## src/rtl/dc_video_capture.sv

```systemverilog
// Dreamcast 24-bit pixel capture: recovers pixel/line position from the syncs,
// writes the visible window into the line-buffer RAM and kicks the reader.
module dc_video_capture #(
  parameter int BUFFER_LINE_LENGTH = 640,
  parameter int RAM_NUMWORDS       = 10240,
  parameter int RAM_ADDRESS_BITS   = 14,
  parameter int H_CAPTURE_START    = 144,
  parameter int V_CAPTURE_START    = 35,
  parameter int V_CAPTURE_LINES    = 480,
  parameter int TRIGGER_LINE       = 8
) (
  input  logic                        clock_i,
  input  logic                        reset_n_i,
  input  logic [23:0]                 indata_i,
  input  logic                        hsync_i,
  input  logic                        vsync_i,
  output logic [RAM_ADDRESS_BITS-1:0] wraddr_o,
  output logic [23:0]                 wrdata_o,
  output logic                        wren_o,
  output logic                        starttrigger_o,
  output logic                        locked_o
);

  localparam int AW = RAM_ADDRESS_BITS;

  localparam logic [11:0]   H_LO      = 12'(H_CAPTURE_START);
  localparam logic [11:0]   H_HI      = 12'(H_CAPTURE_START + BUFFER_LINE_LENGTH);
  localparam logic [10:0]   V_LO      = 11'(V_CAPTURE_START);
  localparam logic [10:0]   V_HI      = 11'(V_CAPTURE_START + V_CAPTURE_LINES);
  localparam logic [10:0]   TRIG_Y    = 11'(V_CAPTURE_START + TRIGGER_LINE);
  localparam logic [AW-1:0] LLEN      = AW'(BUFFER_LINE_LENGTH);
  localparam logic [AW-1:0] BASE_LAST = AW'(RAM_NUMWORDS - BUFFER_LINE_LENGTH);

  typedef enum logic [1:0] {WAIT_VSYNC, WAIT_HSYNC, FRAME} state_e;

  state_e          state_q, state_d;
  logic            hs_q, hs_prev_q, vs_q, vs_prev_q;
  logic [11:0]     cnt_x_q, cnt_x_d;
  logic [10:0]     cnt_y_q, cnt_y_d;
  logic [AW-1:0]   line_base_q, line_base_d;
  logic            frame_pending_q, frame_pending_d;
  logic            wren_q, wren_d;
  logic [AW-1:0]   wraddr_q, wraddr_d;
  logic [23:0]     wrdata_q, wrdata_d;
  logic            trig_q, trig_d;

  logic            hs_fall, vs_fall;
  logic            in_x, in_y, in_win;
  logic [9:0]      x_off;

  // Two flops per sync: edge is seen one cycle after the pin moves.
  assign hs_fall = hs_prev_q & ~hs_q;
  assign vs_fall = vs_prev_q & ~vs_q;

  assign in_x   = (cnt_x_q >= H_LO) && (cnt_x_q < H_HI);
  assign in_y   = (cnt_y_q >= V_LO) && (cnt_y_q < V_HI);
  assign in_win = (state_q == FRAME) && in_x && in_y;
  assign x_off  = cnt_x_q[9:0] - H_LO[9:0];

  always_comb begin
    state_d         = state_q;
    cnt_x_d         = cnt_x_q;
    cnt_y_d         = cnt_y_q;
    line_base_d     = line_base_q;
    frame_pending_d = frame_pending_q;
    wren_d          = 1'b0;
    wraddr_d        = wraddr_q;
    wrdata_d        = wrdata_q;
    trig_d          = 1'b0;
    case (state_q)
      WAIT_VSYNC: begin
        if (vs_fall) state_d = WAIT_HSYNC;
      end
      WAIT_HSYNC: begin
        if (hs_fall) begin
          state_d         = FRAME;
          cnt_x_d         = '0;
          cnt_y_d         = '0;
          line_base_d     = '0;
          frame_pending_d = 1'b0;
        end
      end
      FRAME: begin
        if (in_win) begin
          wren_d   = 1'b1;
          wraddr_d = line_base_q + {{(AW-10){1'b0}}, x_off};
          wrdata_d = indata_i;
        end
        if (cnt_x_q == '1) begin
          // No hsync for a whole counter span: the source is gone.
          state_d         = WAIT_VSYNC;
          frame_pending_d = 1'b0;
        end else if (hs_fall) begin
          cnt_x_d = '0;
          if (in_y && (cnt_y_q == TRIG_Y)) trig_d = 1'b1;
          if (frame_pending_q || vs_fall) begin
            cnt_y_d         = '0;
            line_base_d     = '0;
            frame_pending_d = 1'b0;
          end else begin
            if (cnt_y_q != '1) cnt_y_d = cnt_y_q + 11'd1;
            if (in_y) line_base_d = (line_base_q < BASE_LAST) ? line_base_q + LLEN : '0;
          end
        end else begin
          cnt_x_d = cnt_x_q + 12'd1;
          if (vs_fall) frame_pending_d = 1'b1;
        end
      end
      default: state_d = WAIT_VSYNC;
    endcase
  end

  always_ff @(posedge clock_i or negedge reset_n_i) begin
    if (!reset_n_i) begin
      state_q         <= WAIT_VSYNC;
      hs_q            <= 1'b0;
      hs_prev_q       <= 1'b0;
      vs_q            <= 1'b0;
      vs_prev_q       <= 1'b0;
      cnt_x_q         <= '0;
      cnt_y_q         <= '0;
      line_base_q     <= '0;
      frame_pending_q <= 1'b0;
      wren_q          <= 1'b0;
      wraddr_q        <= '0;
      wrdata_q        <= '0;
      trig_q          <= 1'b0;
    end else begin
      state_q         <= state_d;
      hs_q            <= hsync_i;
      hs_prev_q       <= hs_q;
      vs_q            <= vsync_i;
      vs_prev_q       <= vs_q;
      cnt_x_q         <= cnt_x_d;
      cnt_y_q         <= cnt_y_d;
      line_base_q     <= line_base_d;
      frame_pending_q <= frame_pending_d;
      wren_q          <= wren_d;
      wraddr_q        <= wraddr_d;
      wrdata_q        <= wrdata_d;
      trig_q          <= trig_d;
    end
  end

  assign wraddr_o       = wraddr_q;
  assign wrdata_o       = wrdata_q;
  assign wren_o         = wren_q;
  assign starttrigger_o = trig_q;
  assign locked_o       = (state_q == FRAME);

endmodule

```

## config.mk

```make
export PLATFORM = sky130hd
export DESIGN_NAME = dc_video_capture
export DESIGN_NICKNAME = d
export VERILOG_FILES = /design/src/rtl/dc_video_capture.sv
export SDC_FILE = /design/constraint.sdc
export NUM_CORES = 1
export LEC_CHECK = 0
export ABC_AREA = 0
export BUFFER_PORTS_ARGS = -buffer_cell sky130_fd_sc_hd__buf_2
export CAP_MARGIN = 20
export CORE_UTILIZATION = 47
export DETAILED_ROUTE_END_ITERATION = 6
export GPL_TIMING_DRIVEN = 0
export HOLD_SLACK_MARGIN = 0.03
export MAX_ROUTING_LAYER = met4
export PLACE_DENSITY = 0.69
export SLEW_MARGIN = 30
export SYNTH_ARGS = -nofsm -noshare
export SYNTH_HDL_FRONTEND = slang
export SYNTH_SLANG_ARGS = --single-unit
```

## constraint.sdc

```tcl
create_clock -name clock_i -period 3.45 [get_ports clock_i]
set_clock_uncertainty 0.1 [all_clocks]
set_input_delay 0.69 -clock clock_i [delete_from_list [all_inputs] [get_ports clock_i]]
set_output_delay 0.69 -clock clock_i [all_outputs]
set_load 0.01 [all_outputs]
```

==> metrics.md <==
| Metric | Value |
|---|---|
| Worst-Margin Slew | 778.9 ps |
| Int Pwr | 1.345 mW |
| Final WS setup | 674.2 ps |
| Sw frac | 31.39% |
| RSZ-0062 raised after global routing | false |
| Hpwl dp | 5365 um |
| CP bufs+invs | 1 |
| WL/cell | 14.28 um |
| Vias per std cell | 5.466 |
| Flop2flop setup slack | 670 ps |
| Switch Pwr | 0.6155 mW |
| CTS tree | yes |
| Largest net degree at the start of global routing | 43 |
| Endpoints failing hold | 0 |
| Gpl congestion | 0.8856 |
| Fraction of the mapped netlist area in adder cells | 3.275% |
| Cells after synthesis | 337 |
| CP top delay family | adder cells |
| Synth Area in XOR/XNOR | 4.356% |
| Asr flop ratio synth | 100.0% |
| Worst-Skew Late Latency | 360 ps |
| Chip width | 92.15 um |
| #FFs+latches synth | 77 |
| Clock buffer depth | 2 |
| Max-slew violations | 0 |
| Min-Delay Path Class | input pin to asynchronous set/reset pin |
| Net Count, Synth | 375 |
| Max-Cap Viols | 0 |
| Clk pin slew, worst setup/hold paths | 90 ps |
| TNS Setup | 0 ps |
| CP endpoint kind | register |
| Status | finished, final reports clean |
| Clk sinks | 77 |
| Simple-gate share of the synthesized area | 13.27% |
| WP depth | 11 |
| Worst Path Required | 3590 ps |
| Arrival time at the worst endpoint | 2920 ps |
| Global-route wire length before repair | 13,240 um |
| GRT Total Usage | 20.20% |
| Clk pwr share | 32.2% |
| Die Span Y | 92.15 um |
| F_max | 360.3 MHz |
| # fillers | 706 |
| Comb pwr share | 15.7% |
| Reg power frac | 52.1% |
| Place WS | 678.5 ps |
| Initial Util | 48.93% |
| Compound-Gate Fraction of Synth Area | 12.81% |
| Hold bufs inserted after CTS | 0 |
| P_leak | 2.169 nW |
| Main combinational cell family by area after synthesis | simple AND/OR/NAND/NOR gates |
| Post-CTS Setup Repair Bufs | 0 |
| Synth warn | 0 |
| Syn avg cell area | 11.34 um^2 |
| Drt first pass iters | 4 |
| Full die area | 8492 um^2 |
| Crit-path cells | inv_1 -> ha_1 -> nand2b_1 -> nand2_1 -> xor2_1 -> ha_1 -> a21o_1 -> a21oi_1 -> nor2_1 -> xor2_1 -> mux2_4 |
| IO buf count | 68 |
| Vias | 2,864 |
| Seq/Total Area, Yosys | 50.44% |
| Antenna diodes | 0 |
| Post-CTS sizing | 0 |
| Tcrit/Tclk final | 80.46% |
| Final wirelength | 7482 um |
| Startpoint types | register |
| H-tree levels | 3 |
| Critical path class | register to register |
| Drt drc | 0 |
| CP Max Fanout | 7 |
| Ys flop type | dfrtp_1 |
| CP Launch Point | cnt_x_q[4] |
| Setup violators final | 0 |
| Num CTS Buffers | 9 |
| 1st-iter DRT viols | 161 |
| Layout area overhead | 17.75% |
| Cell Rows | 32 |
| Worst path slowest cell | dfrtp_1 |
| Final ANT Viol Nets | 0 |
| Vias in the first global route | 2,847 |
| VDD IR-drop max | 0.0002906 V |
| Mux cell area share after synthesis | 12.68% |
| CTS root buf | clkbuf_8 |
| R2R depth | 11 |
| Post-synth EDFFs | 0 |
| Crit path time final | 2776 ps |
| RR Startpoint | cnt_x_q[4] |
| Pwr per Cell Area | 435.9 nW/um^2 |
| Synthesized area | 3820 um^2 |
| Core footprint | 7807 um^2 |
| Tot Pwr | 1.961 mW |
| Nets | 455 |
| Slew headroom | 47.68% |
| Share of cells above drive strength 1 | 32.23% |
| Ports | 69 |
| Initial antenna violation count | 0 |
| Slowest stage delay, CP | 460 ps |
| Yosys cell types | 51 |
| Total gr overflow | 0 |
| Util after Layout | 57.61% |
[sequential cells by signal (all words and copies together), names as in the netlist]
register and flops:
wrdata_o 24, cnt_y_q 11, wraddr_o 14, hs_prev_q 1, hs_q 1, state_q 2
cnt_x_q 12, frame_pending_q 1, vs_q 1, starttrigger_o 1, wren_o 1, vs_prev_q 1
line_base_q 7
[per-stage QoR]
| step | cells | instance area [um^2] | hold slack, ps |
|---|---|---|---|
| finish | 524 | 4498 | 205.2 |
| global route | 524 | 4498 | 245.2 |
| CTS | 524 | 4493 | 213.3 |
| detailed placement | 508 | 4310 | 266.4 |
| global placement | 507 | 4288 | 264.6 |
| floorplan | 337 | 3820 | 254.3 |
[Yosys cell counts (3+ instances only)]
master	number	share of area, %
nor4_1	4	0.65
nand3_1	13	1.7
clkbuf_1	9	0.88
or3_1	3	0.49
and4_1	4	0.92
nor3_1	6	0.79
ha_1	10	3.3
a21oi_1	12	1.6
and2_1	4	0.65
o31ai_1	3	0.59
mux2_2	27	8.0
nor3b_1	4	0.79
xnor2_1	4	0.92
o41ai_1	3	0.69
mux2i_1	3	0.79
a31oi_1	3	0.49
dfrtp_1	77	50
o211ai_1	7	1.4
o2111ai_1	3	0.69
buf_2	4	0.52
mux2_4	10	3.9
o21ai_0	19	2.5
nor2_1	23	2.3
nand2b_1	4	0.65
a41oi_1	3	0.69
xor2_1	15	3.4
nor2b_1	3	0.49
inv_1	10	0.98
nand2_1	15	1.5
[layout make-up]
| cell class | count | area (um^2) | share of cell area (%) |
|---|---|---|---|
| Clock inverter | 7 | 58.81 | 1.307 |
| Timing Repair Buffer | 69 | 362.8 | 8.067 |
| Inverter | 10 | 37.54 | 0.8345 |
| Tap cell | 102 | 127.6 | 2.837 |
| Clock buffer | 9 | 123.9 | 2.754 |
| Multi-Input combinational cell | 233 | 1777 | 39.50 |
| Sequential cell | 77 | 1927 | 42.84 |
| Buffer | 17 | 83.83 | 1.864 |
[worst register-to-register path, stage by stage, from the launching register on]
cell and delay (ps):
dfrtp_1 460, inv_1 120, ha_1 250, nand2b_1 100
nand2_1 90, xor2_1 170, ha_1 310, a21o_1 210
a21oi_1 330, nor2_1 120, xor2_1 160, mux2_4 270
[per-layer routing]
| layer | up-vias | share of wire (%) | global-route usage, % | wire [um] |
|---|---|---|---|---|
| li1 | 1387 | - | - | - |
| met1 | 1375 | 47 | 26.68 | 3537 |
| met2 | 87 | 45 | 30.10 | 3357 |
| met3 | 15 | 5.4 | 4.146 | 402 |
| met4 | 0 | 2.5 | 8.984 | 184 |
| met5 | - | 0 | - | 0 |
[power by group through the flow]
| stage | Sequential (mW) | Clock, mW | Combinational [mW] |
|---|---|---|---|
| after floorplan | 1.03 | 0 | 0.194 |
| after global placement | 1.03 | 0 | 0.300 |
| after detailed placement | 1.04 | 0 | 0.308 |
| after CTS | 1.02 | 0.656 | 0.310 |
| after global routing | 1.03 | 0.683 | 0.351 |
| final | 1.02 | 0.632 | 0.308 |
[final timing paths]
check	endpoint
worst min register to register	vs_prev_q
worst max-delay path	wraddr_o[12]
worst max register to register	wraddr_o[12]
min in group clock_i	vs_prev_q
worst min-delay path	wrdata_o[2]
max in group asynchronous	cnt_x_q[0]
[logic make-up (layout without fill, tap and decap cells)]
group / count (synthesis) / after routing
XOR/XNOR: 19 / 19
flip-flops: 77 / 77
buffers and inverters: 27 / 112
adder cells (fa/ha/maj): 10 / 10
multiplexers: 40 / 40
AND/OR/NAND/NOR: 95 / 95
AO/OA/AOI/OAI: 69 / 69
[cell usage in the layout, fill, tap and decap left out, types with 4 or more instances in the layout]
cell type   n
buf_2      71
clkbuf_1    9
ha_1       10
xnor2_1     4
o21ai_0    19
mux2_4     10
clkbuf_8    9
and2_1      4
nand2b_1    4
nor3_1      6
and4_1      4
nor2_1     23
o211ai_1    7
nand2_1    15
mux2_2     27
nor4_1      4
xor2_1     15
a21oi_1    12
nand3_1    13
inv_1      10
dfrtp_1    77
Note: power is estimated with default switching activity, not from simulation.
